File: config.mk
export PLATFORM = sky130hd
export DESIGN_NAME = water_inlet_arbiter
export DESIGN_NICKNAME = d
export VERILOG_FILES = /design/src/rtl/water_inlet_pkg.sv /design/src/rtl/rr_pick.sv /design/src/rtl/water_inlet_arbiter.sv
export SDC_FILE = /design/constraint.sdc
export NUM_CORES = 1
export LEC_CHECK = 0
export BUFFER_PORTS_ARGS = -buffer_cell sky130_fd_sc_hd__buf_2
export CORE_UTILIZATION = 45
export DETAILED_ROUTE_END_ITERATION = 10
export PLACE_DENSITY_LB_ADDON = 0.05
export SLEW_MARGIN = 20
export SYNTH_ARGS = -nofsm -noshare
export SYNTH_HDL_FRONTEND = slang
export SYNTH_SLANG_ARGS = --single-unit
File: constraint.sdc
create_clock -name clk -period 2.5 [get_ports clk]
set_input_delay 0.125 -clock clk [delete_from_list [all_inputs] [get_ports clk]]
set_output_delay 0.125 -clock clk [all_outputs]
set_load 0.01 [all_outputs]
File: src/rtl/water_inlet_pkg.sv
// Shared types for the water-inlet arbiter: FSM state encoding and counter sizing.
package water_inlet_pkg;

   typedef enum logic [1:0] {
      IDLE  = 2'b00,
      GRANT = 2'b01,
      GAP   = 2'b10
   } arb_state_e;

   function automatic int cnt_width(input int fill_cycles, input int gap_cycles);
      int longest;
      longest = (fill_cycles > gap_cycles) ? fill_cycles : gap_cycles;
      return $clog2(longest + 1);
   endfunction

endpackage

File: src/rtl/rr_pick.sv
// Combinational round-robin pick: first set request at or after rr_ptr, wrapping.
module rr_pick #(
   parameter int N  = 4,
   parameter int PW = $clog2(N)
) (
   input  logic [N-1:0]  req,
   input  logic [PW-1:0] rr_ptr,
   output logic [N-1:0]  winner,
   output logic [PW-1:0] winner_idx,
   output logic          valid
);

   logic [PW-1:0] idx_k;

   always_comb begin
      winner     = '0;
      winner_idx = '0;
      valid      = 1'b0;
      idx_k      = '0;
      for (int k = 0; k < N; k++) begin
         idx_k = PW'((int'(rr_ptr) + k) % N);
         if (!valid && req[idx_k]) begin
            valid         = 1'b1;
            winner_idx    = idx_k;
            winner[idx_k] = 1'b1;
         end
      end
   end

endmodule

File: src/rtl/water_inlet_arbiter.sv
// Round-robin owner of the shared water-inlet valve; optional priority class
// enabled by defining WATER_INLET_ARB_PRIO_EN.
//   state | meaning
//   IDLE  | valve closed, arbitrating among fill_req
//   GRANT | valve open for the owner, counting down the fill
//   GAP   | valve closed, settle time before the next arbitration
module water_inlet_arbiter
   import water_inlet_pkg::*;
#(
   parameter int NUM_MACHINES = 4,
   parameter int FILL_CYCLES  = 10,
   parameter int GAP_CYCLES   = 2
) (
   input  logic                    clk,
   input  logic                    rst,
   input  logic [NUM_MACHINES-1:0] fill_req,
   input  logic [NUM_MACHINES-1:0] hi_prio,
   output logic [NUM_MACHINES-1:0] grant,
   output logic                    valve_open,
   output logic [NUM_MACHINES-1:0] fill_done,
   output logic                    fill_abort,
   output logic                    busy
);

   localparam int PW = $clog2(NUM_MACHINES);
   localparam int CW = cnt_width(FILL_CYCLES, GAP_CYCLES);
   localparam logic [CW-1:0] FILL_LOAD = CW'(FILL_CYCLES - 1);
   localparam logic [CW-1:0] GAP_LOAD  = CW'(GAP_CYCLES - 1);
   localparam logic [PW-1:0] LAST_IDX  = PW'(NUM_MACHINES - 1);

   arb_state_e              state_q, state_d;
   logic [CW-1:0]           cnt_q, cnt_d;
   logic [PW-1:0]           ptr_q, ptr_d;
   logic [PW-1:0]           owner_q, owner_d;
   logic [NUM_MACHINES-1:0] grant_d, done_d;
   logic                    abort_d;
   logic [NUM_MACHINES-1:0] pick_onehot;
   logic [PW-1:0]           pick_idx;
   logic                    pick_valid;
   logic                    owner_req;
   logic [PW-1:0]           ptr_after_owner;

`ifdef WATER_INLET_ARB_PRIO_EN
   logic [NUM_MACHINES-1:0] hi_onehot, all_onehot;
   logic [PW-1:0]           hi_idx, all_idx;
   logic                    hi_valid, all_valid;

   rr_pick #(.N(NUM_MACHINES), .PW(PW)) u_pick_hi (
      .req(fill_req & hi_prio), .rr_ptr(ptr_q),
      .winner(hi_onehot), .winner_idx(hi_idx), .valid(hi_valid)
   );
   rr_pick #(.N(NUM_MACHINES), .PW(PW)) u_pick_all (
      .req(fill_req), .rr_ptr(ptr_q),
      .winner(all_onehot), .winner_idx(all_idx), .valid(all_valid)
   );

   // A high-priority requester, when present, shadows everyone else.
   assign pick_onehot = hi_valid ? hi_onehot : all_onehot;
   assign pick_idx    = hi_valid ? hi_idx    : all_idx;
   assign pick_valid  = hi_valid | all_valid;
`else
   logic unused_hi_prio;
   assign unused_hi_prio = ^hi_prio;

   rr_pick #(.N(NUM_MACHINES), .PW(PW)) u_pick_all (
      .req(fill_req), .rr_ptr(ptr_q),
      .winner(pick_onehot), .winner_idx(pick_idx), .valid(pick_valid)
   );
`endif

   assign owner_req       = |(fill_req & grant);
   assign ptr_after_owner = (owner_q == LAST_IDX) ? '0 : owner_q + 1'b1;

   always_comb begin
      state_d = state_q;
      cnt_d   = cnt_q;
      ptr_d   = ptr_q;
      owner_d = owner_q;
      grant_d = grant;
      done_d  = '0;
      abort_d = 1'b0;
      case (state_q)
         IDLE: begin
            if (pick_valid) begin
               grant_d = pick_onehot;
               owner_d = pick_idx;
               cnt_d   = FILL_LOAD;
               state_d = GRANT;
            end
         end
         GRANT: begin
            // A dropped request wins over completion, even on the final cycle.
            if (!owner_req || cnt_q == '0) begin
               grant_d = '0;
               cnt_d   = GAP_LOAD;
               ptr_d   = ptr_after_owner;
               state_d = GAP;
               if (owner_req) done_d  = grant;
               else           abort_d = 1'b1;
            end else begin
               cnt_d = cnt_q - 1'b1;
            end
         end
         GAP: begin
            if (cnt_q == '0) state_d = IDLE;
            else             cnt_d   = cnt_q - 1'b1;
         end
         default: begin
            grant_d = '0;
            state_d = IDLE;
         end
      endcase
   end

   always_ff @(posedge clk) begin
      if (rst) begin
         state_q    <= IDLE;
         cnt_q      <= '0;
         ptr_q      <= '0;
         owner_q    <= '0;
         grant      <= '0;
         valve_open <= 1'b0;
         fill_done  <= '0;
         fill_abort <= 1'b0;
         busy       <= 1'b0;
      end else begin
         state_q    <= state_d;
         cnt_q      <= cnt_d;
         ptr_q      <= ptr_d;
         owner_q    <= owner_d;
         grant      <= grant_d;
         valve_open <= |grant_d;
         fill_done  <= done_d;
         fill_abort <= abort_d;
         busy       <= (state_d != IDLE);
      end
   end

endmodule
Word-level counts from Yosys, hierarchy flattened --
Cells that the tools add are included.
Storage, ports and cells: memories kept 0, output and inout bits 11, register bits 21, input port bits 10, bits in latches 0, bits in read-only memories 0, RAM bits 0
Cells by class: mux-type cells 41, equality and inequality tests 5, add/sub/neg operators 5, shifts and indexed selects 0, multiply operators 0, divide/modulo/power cells 0, order comparisons 8, reductions and logical operators 23, bitwise gates (word level) 7
Operators with widths (number):
- 2-to-1 mux 4 bit | 9
- one-hot mux 4 bit (3 select lines) | 2
- 2-to-1 mux 2 bit | 8
- 2-to-1 mux 1 bit | 13
- less-than comparator 2 x 3 -> 1 bit, second input constant | 4
- OR 4 bit | 3
- OR reduction 4 bit | 3
- binary-select mux 1 bit (select 2 bit) | 4
- demux 1 bit (select 2 bit) | 4
- greater-or-equal comparator 2 x 1 -> 1 bit, second input constant | 4
- logical AND 1 bit | 7
- one-hot mux 2 bit (3 select lines) | 1
- adder 2 x 1 -> 2 bit, second input constant | 2
- adder 2 bit, second input constant | 2
- bitwise AND 4 bit | 1
- == test 2 bit, second input constant | 2
- logical NOT 1 bit | 4
- logical NOT 4 bit | 1
- != test 2 bit, second input constant | 2
- AND reduction 2 bit | 2
- subtractor 4 x 1 -> 4 bit, second input constant | 1
- inverter 1 bit | 3
- AND reduction 3 bit | 1
- nonzero test 3 bit | 1
- other kinds (5) | 5

Logic depth before layout (Yosys ltp) --
Gate-level depths: netlist of run 1.
depth in word-level cells 15, mapped depth 9

Hierarchy --
A second synthesis of run 1 with hierarchy kept.
Second synthesis, totals: cell total of the unflattened synthesis 165, area, all modules 1552.7 µm²
By module, submodules not included:
- water_inlet_arbiter | instances 1, area an instance 1133.6 µm², seq. area each 420.4 µm², cells each 120
- rr_pick | instances 1, area an instance 419.2 µm², seq. area each 0.0 µm², cells each 45

Least setup slack after synthesis of run 1 --
No wires, ideal clock.
path kind flip-flop to flip-flop, start point register ptr_q[0], end point register valve_open, arrival 2292 ps, required time 2419 ps, library setup time 81 ps, setup slack 127 ps, cell stages (with the launch flop) 9, path through dfxtp_1 buf_2 inv_1 ha_1 or3b_1 a2111o_1 a21oi_1 a211oi_1 a41oi_1
Between the ends: cells in the longest elaborated chain, start to end 15
Ends and longest elaborated chain:
- start, declared | RTL line water_inlet_arbiter.sv:33 | logic [PW-1:0] ptr_q, ptr_d;
- start signal, assigned | RTL line water_inlet_arbiter.sv:129 | ptr_q <= ptr_d;
- parallel branches: the longest is 12 deep, another holds less-than comparator 2 x 3 -> 1 bit
- 2-to-1 mux 4 bit * | RTL line water_inlet_arbiter.sv:84 | if (pick_valid) begin
- one-hot mux 4 bit (3 select lines) * | RTL line water_inlet_arbiter.sv:82 | case (state_q)
- OR reduction 4 bit * | RTL line water_inlet_arbiter.sv:132 | valve_open <= |grant_d;
- end signal, assigned | RTL line water_inlet_arbiter.sv:132
- end, declared | RTL line water_inlet_arbiter.sv:19 | output logic valve_open,
Every way passes the cells marked *. The select of a mux whose other input is x is not followed. A chain may end at the register's enable or synchronous reset.

Worst setup path after layout of run 1 --
Ends and elaborated chain as after synthesis.

==> results of run 1 <==
state kept, by name (all words and copies together) (netlist names):
name,count
fill_done,4
state_q,2
valve_open,1
cnt_q,4
grant,4
ptr_q,2
owner_q,2
busy,1
fill_abort,1
final cells by class:
cell class,instances,share of cell area
inverters,9,0.01875
repair buffers,21,0.06528
flip-flops and latches,21,0.2333
clock buffers,3,0.01250
clock inverters,1,0.002778
multi-input cells,158,0.6354
well taps,46,0.03194
kinds of logic (layout without fill, tap and decap cells):
kind of cell,after synthesis,count (layout)
and+or+nand+nor,65,65
buffers and inverters,21,34
muxes,8,8
adders and majority gates,14,14
DFF,21,21
AOI/OAI and AO/OA,71,71
critical path, cell delays in order, from the launching register on:
cell and delay, ns:
sky130_fd_sc_hd__dfxtp_1 0.37, sky130_fd_sc_hd__inv_1 0.08, sky130_fd_sc_hd__ha_1 0.35, sky130_fd_sc_hd__mux2_2 0.41
sky130_fd_sc_hd__mux2_2 0.32, sky130_fd_sc_hd__o2111ai_1 0.23, sky130_fd_sc_hd__a211oi_1 0.13, sky130_fd_sc_hd__a41oi_1 0.21
worst paths after layout:
check             depth (start not counted)        from  slack (ns)          to
setup / recovery                          7    ptr_q[0]        0.32  valve_open
hold reg to reg                           2  owner_q[1]        0.47  owner_q[1]
setup reg to reg                          7    ptr_q[0]        0.32  valve_open
hold / removal                            2         rst        0.13  owner_q[1]
power groups by stage:
stage	Clock, mW	Sequential, mW	Combinational (mW)
5_1_grt	0.183	0.518	1.32
2_1_floorplan	0	0.524	0.862
4_1_cts	0.169	0.504	1.18
3_3_place_gp	0	0.506	1.14
6_report	0.161	0.505	1.19
3_5_place_dp	0	0.511	1.17
metrics by stage:
stage | hold WS, ns | utilization | setup WS [ns] | instance area (um^2) | cells
after CTS | 0.1170 | 0.5275 | 0.3141 | 1802 | 259
final | 0.1311 | 0.5275 | 0.3227 | 1802 | 259
after global routing | 0.1196 | 0.5275 | 0.1522 | 1802 | 259
after global placement | 0.4422 | 0.5194 | 0.4331 | 1774 | 255
after floorplan | 0.4010 | - | 0.1271 | 1648 | 200
after detailed placement | 0.4544 | 0.5194 | 0.3801 | 1774 | 255
cells in the final DEF, fill, tap and decap left out, drive strengths merged, types with 3 or more instances in the layout:
cell and n:
clkbuf 3, o211ai 3, o2111ai 4, inv 9
nor2 12, nor3 5, ha 14, and2 9
buf 21, a21boi 4, a21oi 17, a22oi 4
o21a 4, nand3 9, mux2i 3, dfxtp 21
nand2 9, nor3b 5, o21ai 9, nor2b 4
nand3b 3, nand2b 3, a211oi 6, mux2 5
per-layer routing:
metal  part of all wire  up-vias
met5                  0        -
met4              0.017        0
met3              0.033        8
met2               0.46       39
met1               0.48      747
li1                   -      775
==> flow_summary.json, run 1 <==
{
  "status": "finished, final reports clean",
  "detailroute.via_count": 1569,
  "cts_max_level": 1,
  "yosysMostFrequentCell": "sky130_fd_sc_hd__dfxtp_1",
  "slew-limit-headroom": 0.6080,
  "gp_routability_congestion": 0.7997,
  "multi_input_comb_area_mm2": 0.001145,
  "leakage_nw": 0.6953,
  "synth_sequential_area_ratio": 0.2551,
  "ys_top_cells_by_area": "sky130_fd_sc_hd__dfxtp_1 (26%), sky130_fd_sc_hd__ha_1 (11%), sky130_fd_sc_hd__a21oi_1 (5.2%), sky130_fd_sc_hd__and2_1 (3.0%), sky130_fd_sc_hd__nand3_1 (2.7%)",
  "die_height_um": 62.52,
  "max-vdd-ir-drop_mv": 0.4655,
  "synth_xor_xnor_area_share": 0,
  "ys_types": 51,
  "grt_overall_usage": 0.2042,
  "cts.sink_count": 21,
  "final-seq-area_um2": 420.4,
  "design.portCount": 21,
  "dp_hpwl_mm": 2.880,
  "routed_wire_length_per_instance_um": 15.08,
  "coreArea_mm2": 0.003416,
  "post_synthesis_cell_count": 200,
  "power.sequential.fraction": 0.272,
  "path_class": "reg -> reg",
  "start_util": 0.4824,
  "syn_area_per_cell_um2": 8.239,
  "internal-power_uw": 987.1,
  "die_x_um": 62.52,
  "post_cts_resized": 0,
  "crit_fanout": 6,
  "ys_seq_elements": 21,
  "drc_violation_count_after_routing": 0,
  "fin_crit_sh": 0.8709,
  "clock_insertion_delay_worst_skew_ns": 0.30,
  "final_net_count": 238,
  "power_per_standard_cell_area_mw_per_mm2": 1032,
  "port_buffers": 16,
  "gr-usage-met1": 0.2690,
  "report.power.total_mw": 1.859,
  "post-route-min-period_ns": 2.177,
  "wirelength_mm": 3.907,
  "drt_iter0_drc": 101,
  "net_count_synth": 224,
  "first_pass_grt_wire_length_mm": 6.520,
  "global_route.overflow_total": 0,
  "synth.area.mux_share": 0.06226,
  "pwr-share-comb": 0.642,
  "synthesis.yosys.warnings": 0,
  "pwr-share-clk": 0.086,
  "worst_ep_required_time_ns": 2.73,
  "clk_pin_slew_ns": 0.12,
  "netlist_area_mm2": 0.001648,
  "n_fill_cell": 342,
  "fraction_of_final_layout_cells_sized_beyond_drive_strength_1": 0.1643,
  "std_cell_rows": 21,
  "post_synth_adder_cell_area": 0.1063,
  "worstMarginPinSlew_ns": 0.5842,
  "power_switching_uw": 871.7,
  "fin_setup_tns_ns": 0,
  "via_per_inst": 6.058,
  "first_global_vias": 1423,
  "diodes": 0,
  "area.growth.synth_to_final_pct": 9.340,
  "cts-root-to-sink-buffers": 2,
  "grt_util_met3": 0.03832,
  "postRouteAntennaNets": 0,
  "die_area_mm2": 0.003908,
  "maxSlewViolCount": 0,
  "cts_tree": "done",
  "cts_root_buf": "sky130_fd_sc_hd__clkbuf_4",
  "synthSimpleGateAreaFrac": 0.2187,
  "worstHoldPathType": "in -> reg",
  "synth_commonest_cells": "sky130_fd_sc_hd__dfxtp_1 (21), sky130_fd_sc_hd__a21oi_1 (17), sky130_fd_sc_hd__ha_1 (14)",
  "post-synth-top-area-cell": "sky130_fd_sc_hd__dfxtp_1",
  "cts_hold_buffers": 0,
  "rsz_0062_raised_after_global_routing": "no",
  "initial_antenna_violation_count": 0,
  "critical_path.endpoint_type": "flip-flop",
  "global_route.usage.met2": 0.3397,
  "setup_violations": 0,
  "maxCapViolations": 0,
  "switching_share": 0.4690,
  "synth-compound-area-share": 0.3075,
  "numCtsBuffers": 3,
  "report.final.hold_viol_count": 0,
  "finClkSkew_ns": 0.009993,
  "startpoint_type": "flip-flop",
  "async_reset_ff_frac": 0,
  "grt.busiest_layer": "met2",
  "grt_max_degree": 23,
  "synth_top_family_by_area": "compound AO/OA/AOI/OAI gates",
  "synth-edff-count": 0,
  "clock.fmax_mhz": 459.3,
  "critPathArrivalTime_ns": 2.40,
  "drt_pass1_iterations": 4,
  "cts_post_setup_buffers_inserted": 0,
  "synthDominantCellAreaShare": 0.2551,
  "predominant_post_synthesis_flop_cell": "sky130_fd_sc_hd__dfxtp_1"
}
No activity file was read; power rests on OpenSTA's default activity.
==> inputs of run 2 (changes only) <==
--- a/config.mk
+++ b/config.mk
@@ -6,7 +6,7 @@
 export NUM_CORES = 1
 export LEC_CHECK = 0
 export BUFFER_PORTS_ARGS = -buffer_cell sky130_fd_sc_hd__buf_2
-export CORE_UTILIZATION = 45
+export CORE_UTILIZATION = 52
 export DETAILED_ROUTE_END_ITERATION = 10
 export PLACE_DENSITY_LB_ADDON = 0.05
 export SLEW_MARGIN = 20
==> run 2 against run 1 <==
Compared with the run above: clock-buffer cell count unchanged; final cell count decreased by 0.77%; first-iteration DRC count decreased by 21%; non-clock buffer count unchanged; critical path depth unchanged; worst setup slack got worse by 0.044 ns; final area decreased by 0.14%; critical endpoint unchanged.
==> flow_summary.json, run 2 (synthesis gave the netlist of run 1 again) <==
{
  "final_net_count": 238,
  "initial_antenna_violation_count": 0,
  "postRouteAntennaNets": 0,
  "cts-root-to-sink-buffers": 2,
  "n_fill_cell": 279,
  "critical_path.endpoint_type": "flip-flop",
  "drc_violation_count_after_routing": 0,
  "crit_fanout": 7,
  "wirelength_mm": 3.828,
  "critPathArrivalTime_ns": 2.45,
  "clk_pin_slew_ns": 0.12,
  "clock.fmax_mhz": 450.2,
  "postLayoutCoreUtil": 0.5942,
  "cts.sink_count": 21,
  "post_cts_resized": 0,
  "clock_insertion_delay_worst_skew_ns": 0.30,
  "die_height_um": 58.30,
  "dp_hpwl_mm": 2.799,
  "first_pass_grt_wire_length_mm": 6.499,
  "post-route-min-period_ns": 2.221,
  "finClkSkew_ns": 0.009191,
  "fin_setup_tns_ns": 0,
  "cts_max_level": 1,
  "coreArea_mm2": 0.003028,
  "start_util": 0.5442,
  "drt_iter0_drc": 80,
  "path_class": "reg -> reg",
  "setup_violations": 0,
  "diodes": 0,
  "detailroute.via_count": 1566,
  "maxSlewViolCount": 0,
  "die_area_mm2": 0.003398,
  "die_x_um": 58.30,
  "cts_hold_buffers": 0,
  "rsz_0062_raised_after_global_routing": "no",
  "cts_root_buf": "sky130_fd_sc_hd__clkbuf_4",
  "worstHoldPathType": "in -> reg",
  "startpoint_type": "flip-flop",
  "worst_ep_required_time_ns": 2.73,
  "whs_ns": 0.1247,
  "status": "finished, final reports clean",
  "design.portCount": 21,
  "report.final.hold_viol_count": 0,
  "most_frequent_cells_in_the_layout": "sky130_fd_sc_hd__dfxtp_1 (21), sky130_fd_sc_hd__a21oi_1 (17), sky130_fd_sc_hd__buf_2 (16)",
  "numCtsBuffers": 3,
  "grt_overall_usage": 0.2422,
  "maxCapViolations": 0,
  "area.growth.synth_to_final_pct": 9.188,
  "port_buffers": 16,
  "routed_wire_length_per_instance_um": 14.89,
  "gp_routability_congestion": 0.8261,
  "worstMarginPinSlew_ns": 0.5593,
  "fin_crit_sh": 0.8885,
  "std_cell_rows": 20,
  "slew-limit-headroom": 0.6246,
  "power_per_standard_cell_area_mw_per_mm2": 1035,
  "leakage_nw": 0.6953,
  "cts_post_setup_buffers_inserted": 0,
  "fraction_of_final_layout_cells_sized_beyond_drive_strength_1": 0.1643,
  "layout_commonest_cell": "sky130_fd_sc_hd__dfxtp_1",
  "cts_tree": "done",
  "reg_top3": "cnt_q x4, fill_done x4, grant x4",
  "drt_pass1_iterations": 4,
  "global_route.overflow_total": 0,
  "max-vdd-ir-drop_mv": 0.5212,
  "first_global_vias": 1462,
  "via_per_inst": 6.093,
  "grt_max_degree": 23
}
-- run 2: cell counts in the layout (fill, tap and decap cells not counted) --
No cell type changed its count.
-- run 2: path summary, 6_finish.rpt --
path / from / to / slack [ns] / depth (start not counted)
setup / recovery: ptr_q[0] / valve_open / 0.28 / 7
hold / removal: rst / owner_q[1] / 0.12 / 2
setup reg to reg: ptr_q[0] / valve_open / 0.28 / 7
hold reg to reg: owner_q[1] / owner_q[1] / 0.47 / 2
-- run 2: layout make-up --
type / count / area, um^2 / area share
sequential: 21 / 420.4 / 0.2337
multi-input combinational: 158 / 1145 / 0.6363
tap: 44 / 55.05 / 0.03060
timing repair buffer: 21 / 117.6 / 0.06537
inverter: 9 / 33.78 / 0.01878
clock inverter: 1 / 5.005 / 0.002782
clock buffer: 3 / 22.52 / 0.01252
-- run 2: worst max-delay path: stages (launching register included) --
cell                        delay (ns)
sky130_fd_sc_hd__dfxtp_1          0.35
sky130_fd_sc_hd__inv_1            0.08
sky130_fd_sc_hd__ha_1             0.41
sky130_fd_sc_hd__mux2_2           0.43
sky130_fd_sc_hd__mux2_2           0.32
sky130_fd_sc_hd__o2111ai_1        0.22
sky130_fd_sc_hd__a211oi_1         0.13
sky130_fd_sc_hd__a41oi_1          0.21
-- run 2: through the flow --
| stage | total power, mW | setup slack [ns] | cell area [um^2] | cells |
|---|---|---|---|---|
| 5_1_grt | 2.014 | 0.1262 | 1799 | 257 |
| 6_report | 1.863 | 0.2788 | 1799 | 257 |
| 3_3_place_gp | 1.630 | 0.3833 | 1772 | 253 |
| 3_5_place_dp | 1.684 | 0.3466 | 1772 | 253 |
| 4_1_cts | 1.853 | 0.2892 | 1799 | 257 |
| 2_1_floorplan | 1.386 | 0.1271 | 1648 | 200 |
-- run 2: layer usage --
layer	wire length (um)	global-route usage	vias to the layer above
met2	1815	0.4089	46
met4	21	0.05782	0
li1	-	-	778
met3	155	0.04396	4
met1	1836	0.3219	738
met5	0	0	-
-- run 2: power by group --
| group | total (mW) | internal (mW) | switching [mW] |
|---|---|---|---|
| combinational | 1.20 | 0.499 | 0.699 |
| clock | 0.162 | 0.0596 | 0.102 |
| sequential | 0.503 | 0.432 | 0.0708 |
